--- src/rtl/mem_port_arbiter_pkg.sv ---
// -----------------------------------------------------------------------------
// mem_port_arbiter_pkg
// Shared definitions for the shared-memory port arbiter: FSM state type,
// default sizing constants and the owner-index width helper.
// No ports (package).
// -----------------------------------------------------------------------------
package mem_port_arbiter_pkg;

    // Defaults kept alongside the pool-wide sizing constants.
    localparam int unsigned DEFAULT_PORT_COUNT = 4;
    localparam int unsigned DEFAULT_MAX_HOLD   = 16;

    // Hold counter width; covers the full MAX_HOLD range of 2..255.
    localparam int unsigned HOLD_W = 8;

    typedef enum logic [1:0] {
        StIdle,
        StGrant,
        StGap
    } arb_state_e;

    // Owner index width, never narrower than one bit so a single-port build
    // still has a legal vector.
    function automatic int unsigned idx_width(input int unsigned n);
        return (n > 1) ? $clog2(n) : 1;
    endfunction

endpackage

--- src/rtl/mem_port_arbiter_rr_select.sv ---
// -----------------------------------------------------------------------------
// mem_port_arbiter_rr_select
// Combinational round-robin priority scan: returns the first set request
// starting at the pointer and scanning upward, wrapping modulo N.
// Ports:
//   i_req    [N-1:0]      request vector
//   i_ptr    [IDX_W-1:0]  scan start position (must be < N)
//   o_found               any request set
//   o_idx    [IDX_W-1:0]  selected position (0 when nothing found)
// -----------------------------------------------------------------------------
module mem_port_arbiter_rr_select #(
    parameter int unsigned N     = 4,
    parameter int unsigned IDX_W = 2
) (
    input  logic [N-1:0]     i_req,
    input  logic [IDX_W-1:0] i_ptr,
    output logic             o_found,
    output logic [IDX_W-1:0] o_idx
);

    // Two passes avoid modular arithmetic: first the positions at or above the
    // pointer, then the wrapped positions below it.
    always_comb begin
        o_found = 1'b0;
        o_idx   = '0;
        for (int unsigned p = 0; p < N; p++) begin
            if (!o_found && i_req[p] && (IDX_W'(p) >= i_ptr)) begin
                o_found = 1'b1;
                o_idx   = IDX_W'(p);
            end
        end
        for (int unsigned p = 0; p < N; p++) begin
            if (!o_found && i_req[p]) begin
                o_found = 1'b1;
                o_idx   = IDX_W'(p);
            end
        end
    end

endmodule

--- src/rtl/mem_port_arbiter.sv ---
// -----------------------------------------------------------------------------
// mem_port_arbiter
// Round-robin arbiter for the single shared-memory access port. Grants one
// processor at a time (write wins over read on the same port), bounds the hold
// time while others wait, and inserts a one-cycle turnaround gap between owners.
// Ports:
//   i_clk, i_rstn            clock, asynchronous active-low reset
//   i_req_rd [PORT_COUNT]    per-port read request (level, held until done)
//   i_req_wr [PORT_COUNT]    per-port write request (level, held until done)
//   o_grant_rd [PORT_COUNT]  one-hot registered read grant
//   o_grant_wr [PORT_COUNT]  one-hot registered write grant
//   o_grant_valid            any grant active
//   o_grant_idx [IDX_W]      current owner; meaningful only with o_grant_valid
//   o_preempt                one-cycle pulse when a grant is removed by timeout
// -----------------------------------------------------------------------------
module mem_port_arbiter
    import mem_port_arbiter_pkg::*;
#(
    parameter int unsigned PORT_COUNT = DEFAULT_PORT_COUNT,
    parameter int unsigned MAX_HOLD   = DEFAULT_MAX_HOLD,
    parameter int unsigned IDX_W      = idx_width(PORT_COUNT)
) (
    input  logic                  i_clk,
    input  logic                  i_rstn,
    input  logic [PORT_COUNT-1:0] i_req_rd,
    input  logic [PORT_COUNT-1:0] i_req_wr,
    output logic [PORT_COUNT-1:0] o_grant_rd,
    output logic [PORT_COUNT-1:0] o_grant_wr,
    output logic                  o_grant_valid,
    output logic [IDX_W-1:0]      o_grant_idx,
    output logic                  o_preempt
);

    arb_state_e              r_state;
    logic [IDX_W-1:0]        r_ptr;
    logic [HOLD_W-1:0]       r_hold;
    logic [PORT_COUNT-1:0]   r_grant_rd;
    logic [PORT_COUNT-1:0]   r_grant_wr;
    logic [IDX_W-1:0]        r_grant_idx;
    logic                    r_owner_wr;
    logic                    r_preempt;

    logic [PORT_COUNT-1:0]   w_elig;
    logic                    w_found;
    logic [IDX_W-1:0]        w_sel_idx;
    logic [PORT_COUNT-1:0]   w_sel_mask;
    logic                    w_sel_wr;
    logic [PORT_COUNT-1:0]   w_owner_mask;
    logic                    w_owner_req;
    logic                    w_others;
    logic                    w_timeout;
    logic [IDX_W-1:0]        w_ptr_next;

    assign w_elig = i_req_rd | i_req_wr;

    mem_port_arbiter_rr_select #(
        .N     (PORT_COUNT),
        .IDX_W (IDX_W)
    ) u_rr_select (
        .i_req   (w_elig),
        .i_ptr   (r_ptr),
        .o_found (w_found),
        .o_idx   (w_sel_idx)
    );

    always_comb begin
        w_sel_mask              = '0;
        w_sel_mask[w_sel_idx]   = 1'b1;
        w_owner_mask            = '0;
        w_owner_mask[r_grant_idx] = 1'b1;
    end

    // A port asking for both types is served as a write.
    assign w_sel_wr = i_req_wr[w_sel_idx];

    // Only the granted request type keeps the grant; switching type releases it.
    assign w_owner_req = r_owner_wr ? i_req_wr[r_grant_idx] : i_req_rd[r_grant_idx];

    assign w_others  = |(w_elig & ~w_owner_mask);
    assign w_timeout = (r_hold == HOLD_W'(MAX_HOLD)) && w_others;

    assign w_ptr_next = (r_grant_idx == IDX_W'(PORT_COUNT - 1)) ? '0 : r_grant_idx + 1'b1;

    // r_hold counts granted cycles: 1 in the first granted cycle, saturating at
    // MAX_HOLD, so a contested owner keeps the port for exactly MAX_HOLD cycles.
    always_ff @(posedge i_clk or negedge i_rstn) begin
        if (!i_rstn) begin
            r_state     <= StIdle;
            r_ptr       <= '0;
            r_hold      <= '0;
            r_grant_rd  <= '0;
            r_grant_wr  <= '0;
            r_grant_idx <= '0;
            r_owner_wr  <= 1'b0;
            r_preempt   <= 1'b0;
        end else begin
            r_preempt <= 1'b0;
            unique case (r_state)
                // The gap cycle arbitrates exactly like idle; it only exists so
                // that the grant-free turnaround cycle is visible on the bus.
                StIdle, StGap: begin
                    if (w_found) begin
                        r_state     <= StGrant;
                        r_grant_idx <= w_sel_idx;
                        r_owner_wr  <= w_sel_wr;
                        r_grant_wr  <= w_sel_wr ? w_sel_mask : '0;
                        r_grant_rd  <= w_sel_wr ? '0 : w_sel_mask;
                        r_hold      <= HOLD_W'(1);
                    end else begin
                        r_state <= StIdle;
                        r_hold  <= '0;
                    end
                end
                StGrant: begin
                    if (!w_owner_req || w_timeout) begin
                        r_state    <= StGap;
                        r_grant_rd <= '0;
                        r_grant_wr <= '0;
                        r_hold     <= '0;
                        r_ptr      <= w_ptr_next;
                        // A voluntary release takes precedence over a timeout.
                        r_preempt  <= w_owner_req;
                    end else if (r_hold != HOLD_W'(MAX_HOLD)) begin
                        r_hold <= r_hold + 1'b1;
                    end
                end
                default: begin
                    r_state <= StIdle;
                end
            endcase
        end
    end

    assign o_grant_rd    = r_grant_rd;
    assign o_grant_wr    = r_grant_wr;
    assign o_grant_valid = |(r_grant_rd | r_grant_wr);
    assign o_grant_idx   = r_grant_idx;
    assign o_preempt     = r_preempt;

endmodule

--- config.mk ---
export PLATFORM = sky130hd
export DESIGN_NAME = mem_port_arbiter
export DESIGN_NICKNAME = d
export VERILOG_FILES = /design/src/rtl/mem_port_arbiter_pkg.sv /design/src/rtl/mem_port_arbiter_rr_select.sv /design/src/rtl/mem_port_arbiter.sv
export SDC_FILE = /design/constraint.sdc
export NUM_CORES = 1
export LEC_CHECK = 0
export CORE_MARGIN = 4
export CORE_UTILIZATION = 35
export CTS_BUF_LIST = sky130_fd_sc_hd__clkbuf_4
export CTS_CLUSTER_SIZE = 10
export DETAILED_ROUTE_END_ITERATION = 10
export SLEW_MARGIN = 0
export SYNTH_ARGS = -nofsm -noshare
export SYNTH_HDL_FRONTEND = slang
export SYNTH_HIERARCHICAL = 1
export SYNTH_SLANG_ARGS = --single-unit
--- constraint.sdc ---
create_clock -name i_clk -period 1.9 [get_ports i_clk]
set_clock_uncertainty 0.05 [all_clocks]
set_input_delay 0.285 -clock i_clk [delete_from_list [all_inputs] [get_ports i_clk]]
set_output_delay 0.285 -clock i_clk [all_outputs]
set_load 0.1 [all_outputs]
* After elaboration in Yosys (flattened, before gate mapping)
Index checks and enable logic that the tools add are counted.
** Word-level totals
- Register bits after elaboration :: 24
- Latch bits :: 0
- Bits in writable memories :: 0
- Bits in read-only memories :: 0
- Bits of input ports :: 10
- Output and inout bits :: 12
- Logic and storage cells :: 105
- Memories :: 0
** Cells by class
- $add $sub $neg :: 2
- Multipliers :: 0
- Divide/modulo/power cells :: 0
- Magnitude comparators :: 8
- Eq/ne operators :: 8
- Shift-type cells :: 0
- Muxes and demuxes :: 43
- Bitwise gates (word level) :: 4
- Reduce and logical (&&, ||, !) cells :: 32
** Operators by type and width (number)
- two-way mux 4 bit :: 5
- two-way mux 1 bit :: 19
- two-way mux 2 bit :: 8
- two-way mux 8 bit :: 2
- one-hot mux 4 bit (2 select lines) :: 2
- one-hot mux 8 bit (2 select lines) :: 1
- logical AND 1 bit :: 14
- adder 8 x 1 -> 8 bit, second input constant :: 1
- == test 8 x 5 -> 1 bit, second input constant :: 1
- logical NOT 1 bit :: 8
- != test 8 x 5 -> 1 bit, second input constant :: 1
- OR 4 bit :: 2
- OR reduction 4 bit :: 2
- binary-select mux 1 bit (select 2 bit) :: 3
- less-than comparator 2 x 3 -> 1 bit, second input constant :: 2
- AND reduction 2 bit :: 3
- bitwise AND 4 bit :: 1
- demux 1 bit (select 2 bit) :: 2
- == test 2 bit, second input constant :: 2
- >= comparator 1 x 2 -> 1 bit, first input constant :: 2
- >= comparator 2 x 1 -> 1 bit, second input constant :: 2
- >= comparator 2 bit, first input constant :: 2
- NOT 4 bit :: 1
- one-hot mux 2 bit (2 select lines) :: 1
- other kinds (10) :: 10

* Depth between registers and ports, before layout
- Word-level depth :: 34
- Gate-level depth with buffers :: 9
- Gate-level depth less buffers :: 7

* Cells and area by module
Netlist, hierarchy kept.
** By module, submodules not included
- mem_port_arbiter :: times used 1, cells an instance 144, area an instance 1425.1 µm², sequential area each 600.6 µm²
- mem_port_arbiter_rr_select :: times used 1, cells an instance 12, area an instance 73.8 µm², sequential area each 0.0 µm²

* Least setup slack after synthesis
OpenSTA, ideal clock, no wires.
- Kind :: reg2reg
- Start :: register r_grant_idx[0], in the netlist o_grant_idx[0]
- End :: register r_ptr[0]
- Setup time :: 0.125 ns
- Arrival :: 2.544 ns
- Required time :: 1.725 ns
- Setup slack :: -0.819 ns
- Stages on the path, launching flop included :: 9
- Path buffers :: 1
- Period minus slack after synthesis :: 2.719 ns
- Cells stage by stage :: dfrtp_1 -> buf_2 -> inv_1 -> ha_1 -> o21bai_1 -> o2111ai_1 -> nand2b_1 -> a21oi_1 -> mux2_2
** On the way
- Word-level cells in the longest chain between the ends :: 10
- Elaborated cells between the ends (all ways) :: 20
- Classes of those cells :: add/sub: 1; order compare: 2; eq/ne: 1; mux: 8; bitwise: 2; reduce/logical: 6
** RTL lines
- start: declaration :: line mem_port_arbiter.sv:39 : logic [IDX_W-1:0] r_grant_idx;
- start signal: assignment :: line mem_port_arbiter.sv:104 : r_grant_idx <= w_sel_idx;
- less-than comparator 2 x 3 -> 1 bit (implied by the code) / >= comparator 2 x 1 -> 1 bit (equally long branches) :: line mem_port_arbiter.sv:70 : w_owner_mask[r_grant_idx] = 1'b1;
- logical AND 1 bit (implied by the code) :: line mem_port_arbiter.sv:70
- two-way mux 1 bit (implied by the code) :: line mem_port_arbiter.sv:70
- demux 1 bit (select 2 bit) :: line mem_port_arbiter.sv:70
- NOT 4 bit :: line mem_port_arbiter.sv:79 : assign w_others = |(w_elig & ~w_owner_mask);
- bitwise AND 4 bit :: line mem_port_arbiter.sv:79
- OR reduction 4 bit :: line mem_port_arbiter.sv:79
- logical AND 1 bit :: line mem_port_arbiter.sv:80 : assign w_timeout = (r_hold == HOLD_W'(MAX_HOLD)) && w_others;
- logical OR 1 bit :: line mem_port_arbiter.sv:115 : if (!w_owner_req || w_timeout) begin
- AND reduction 2 bit (no line)
- end signal: assignment :: line mem_port_arbiter.sv:120 : r_ptr <= w_ptr_next;
- end: declaration :: line mem_port_arbiter.sv:35 : logic [IDX_W-1:0] r_ptr;
Parallel ways exist; a longest one is shown, timed or not. The select of a mux whose other input is x is not followed.
A chain may end at the register's enable or synchronous reset.

* Worst setup path in the final report
- Start :: register r_grant_idx[0], in the netlist o_grant_idx[0]
- End :: register r_hold[1]
** On the way
- Word-level cells in the longest chain between the ends :: 11
- Elaborated cells between the ends (all ways) :: 20
- Classes of those cells :: order compare: 2; eq/ne: 1; mux: 9; bitwise: 2; reduce/logical: 6
** RTL lines
- less-than comparator 2 x 3 -> 1 bit (implied by the code) / >= comparator 2 x 1 -> 1 bit (equally long branches) :: line mem_port_arbiter.sv:70
- logical AND 1 bit (implied by the code) :: line mem_port_arbiter.sv:70
- two-way mux 1 bit (implied by the code) :: line mem_port_arbiter.sv:70
- demux 1 bit (select 2 bit) :: line mem_port_arbiter.sv:70
- NOT 4 bit :: line mem_port_arbiter.sv:79
- bitwise AND 4 bit :: line mem_port_arbiter.sv:79
- OR reduction 4 bit :: line mem_port_arbiter.sv:79
- logical AND 1 bit :: line mem_port_arbiter.sv:80
- logical OR 1 bit * :: line mem_port_arbiter.sv:115
- two-way mux 8 bit / != test 3 bit (equally long branches)
- one-hot mux 8 bit (2 select lines) / AND reduction 2 bit (equally long branches)
- end signal: assignment :: line mem_port_arbiter.sv:124 : r_hold <= r_hold + 1'b1;
- end: declaration :: line mem_port_arbiter.sv:36 : logic [HOLD_W-1:0] r_hold;
Every way passes the cells marked *; elsewhere a longest branch is shown, timed or not. The select of a mux whose other input is x is not followed.

==> summary.txt <==
Outcome
  • Status: finished, violations left
  • Failing checks: negative setup slack

Routing
  • Number of DRC markers in iteration 0: 101
  • Vias: approximately 1,500
  • Antenna-violating nets left: 0
  • DRC: 0
  • Post-Route WL: approximately 4400 µm
  • Via density: 5.40
  • Routed WL per cell: about 16 µm
  • DR pass1 iterations: 4

Synthesis
  • Top-area cell type share of the netlist area: 0.401
  • Yosys warns: 6
  • Cell Area, Synth: around 1500 µm²
  • Asr flop ratio synth: 1.00
  • Synth cell types: 44
  • Synth Instances: 156
  • #FFs+latches synth: 24
  • Syn nets: 172
  • Area contributors post-synth: dfrtp_1, mux2_2, ha_1, inv_1, nand2_1
  • EDFF count, synth: 0
  • Dominant cell type by area after synthesis: dfrtp_1
  • Synth Flop Type: dfrtp_1
  • Syn avg cell area: approximately 9.6 µm²
  • Register area share after synthesis: 0.401

Worst setup path
  • Flop-to-flop setup slack: -0.24 ns
  • R2R cell count: 6
  • CP Max Fanout: 7
  • Crit path DAT: around 2.3 ns
  • Critical path class: flip-flop to flip-flop
  • Critical path startpoint category: flip-flop
  • CP endpoint kind: flip-flop
  • Worst R2R End: r_hold[1]
  • FF-to-FF Start: o_grant_idx[0]
  • Critical path data required time: ~2.1 ns

Finish
  • Total Nets Final: around 240
  • Filler instances: between 300 and 400
  • Most frequent cells in the layout: buf_4, dfrtp_1, nand2_1
  • Sequential Area: around 600 µm²
  • Fraction of layout cells with a size suffix above 1: 0.552
  • Commonest non-fill, non-tap cell in the layout: buf_4
  • Post-route cell area: roughly 2400 µm²
  • Non-Filler Instances: approximately 270
  • Area occupied by multi-input gates: ~1100 µm²
  • Number of diodes: 0
  • Synth-to-layout area growth: 62.4%

STA
  • Final Slew Violations: 0
  • Final WS setup: -0.236 ns
  • Final Cycle Share: 1.12
  • Hold_ws: around 0.25 ns
  • Min Tclk post-route: between 2 and 2.5 ns
  • Max transition margin: 0.746
  • Final setup violating endpoints: 22
  • Slew @ Worst Pin: 0.379 ns
  • Unrepaired setup endpoints after global routing: true
  • Max Fclk: 468 MHz
  • Setup_tns: -2.71 ns
  • Final hold vios: 0

Die
  • Die Span X: ~73 µm
  • I/O pin cnt: 22
  • Total die area: roughly 5400 µm²
  • Cell row count: 23
  • Starting Density: 0.369
  • Core Area: between 4000 and 5000 µm²
  • Die height: roughly 73 µm

Clock tree
  • Clk sinks: 24
  • H-tree depth: 1
  • Clock transition at path regs: ~0.14 ns
  • Clock Latency Late Sink: roughly 0.32 ns
  • CTS tree: yes
  • Hold Buf Count CTS: 0
  • TritonCTS Buffers: 3
  • CTS root buffer: clkbuf_4
  • CTS max path bufs: 2

Global routing
  • Antenna violations before repair: 0
  • Largest net degree at the start of global routing: 25
  • GRT Residual Overflow: 0
  • First-pass GRT wire length: 7310 µm
  • Vias in the first global route: about 1,600
  • Total GRT Usage: 0.172

Placement
  • Dpl hpwl: about 3000 µm
  • Placed cells: 255
  • Area of placed instances: about 2000 µm²
  • Port Buffers: 21
  • GPL Wtd Cong: roughly 0.85

Hold path
  • Hold Path Class: input pin to asynchronous set/reset pin

Pwr
  • Leakage: 1.09 nW
  • PwrDens: roughly 1900 nW/µm²
  • Pwr Total: 0.00472 W
  • Max IR drop VDD: around 2.4 mV

Flow run
  • MaxCap Viol Count: 0
-- logic make-up (layout without fill, tap and decap cells) --
kind of cell	Yosys count	count (layout)	synth area share
AOI/OAI and AO/OA	32	32	0.170
buffers and inverters	22	87	0.0568
and+or+nand+nor	59	59	0.219
adders and majority gates	6	6	0.0501
xor gates and xnor gates	1	1	0.00584
DFF	24	24	0.401
muxes	12	12	0.0977
-- how the worst max path moves through the flow --
| stage | startpoint | end | slack, ns | cells past startpoint |
|---|---|---|---|---|
| detailed placement | i_req_wr[0] | r_owner_wr | -0.60 | 8 |
| finish | o_grant_idx[0] | r_hold[1] | -0.24 | 6 |
| global placement | i_req_rd[0] | r_owner_wr | -0.57 | 8 |
| global route | o_grant_idx[0] | r_hold[1] | -0.32 | 6 |
| CTS | o_grant_idx[0] | r_hold[1] | -0.21 | 7 |
| floorplan | o_grant_idx[0] | r_hold[1] | -0.26 | 6 |
-- cell usage after synthesis (all sizes together), types with 2 or more instances --
cell / count
a21oi: 5
and3: 3
buf: 3
clkbuf: 3
dfrtp: 24
ha: 6
inv: 16
mux2: 8
mux2i: 3
nand2: 17
nand2b: 2
nand3: 8
nand3b: 2
nand4: 4
nor2: 8
nor3: 2
nor4: 3
o21ai: 5
o21bai: 3
o221ai: 2
o22ai: 7
o311ai: 2
or2: 3
or4b: 2
-- cell type report --
cell class                      instances  share of cell area
Timing Repair Buffer                   67               0.241
Clock buffer                            3             0.00925
Inverter                               16              0.0247
Clock inverter                          1              0.0123
Multi-Input combinational cell        110               0.437
Tap cell                               50              0.0257
Sequential cell                        24               0.250
-- state kept, by name, summed over array words and instances (netlist names) --
signal / count
o_grant_wr: 4
o_grant_idx: 2
r_ptr: 2
r_hold: 8
r_state: 2
o_preempt: 1
o_grant_rd: 4
r_owner_wr: 1
-- layer usage --
metal | global-route usage | vias to the layer above | wire (µm)
met5 | 0 | - | 0
met4 | 0.0362 | 0 | 64
met3 | 0.0438 | 8 | 188
met2 | 0.315 | 35 | 2410
met1 | 0.200 | 729 | 1720
li1 | - | 692 | -
-- where the power goes --
part | leakage (nW) | internal (W) | total (W) | switching [W]
Combinational | 0.744 | 0.00143 | 0.00345 | 0.00202
Sequential | 0.313 | 0.000697 | 0.000891 | 0.000194
Clock | 0.0279 | 0.000213 | 0.000377 | 0.000163
-- timing repair --
action | CTS | global route
gates cloned | 1 | 0
pin swaps | 10 | 10
resized for setup | 41 | 24
setup buffers | 8 | 4
endpoints found under the setup margin | 23 | 25
-- worst max-delay path: stages (launching register included) --
cell and delay [ns]:
dfrtp_4 0.55, buf_6 0.14, mux2i_2 0.14, a22o_4 0.27, o41ai_4 0.46, nand2_2 0.12, mux2_4 0.31
-- through the flow --
| stage | util | setup slack, ns |
|---|---|---|
| 2_1_floorplan | - | -0.262 |
| 3_3_place_gp | 0.501 | -0.572 |
| 3_5_place_dp | 0.501 | -0.604 |
| 4_1_cts | 0.568 | -0.211 |
| 5_1_grt | 0.600 | -0.317 |
| 6_report | 0.600 | -0.236 |
(Power assumes the default switching activity.)
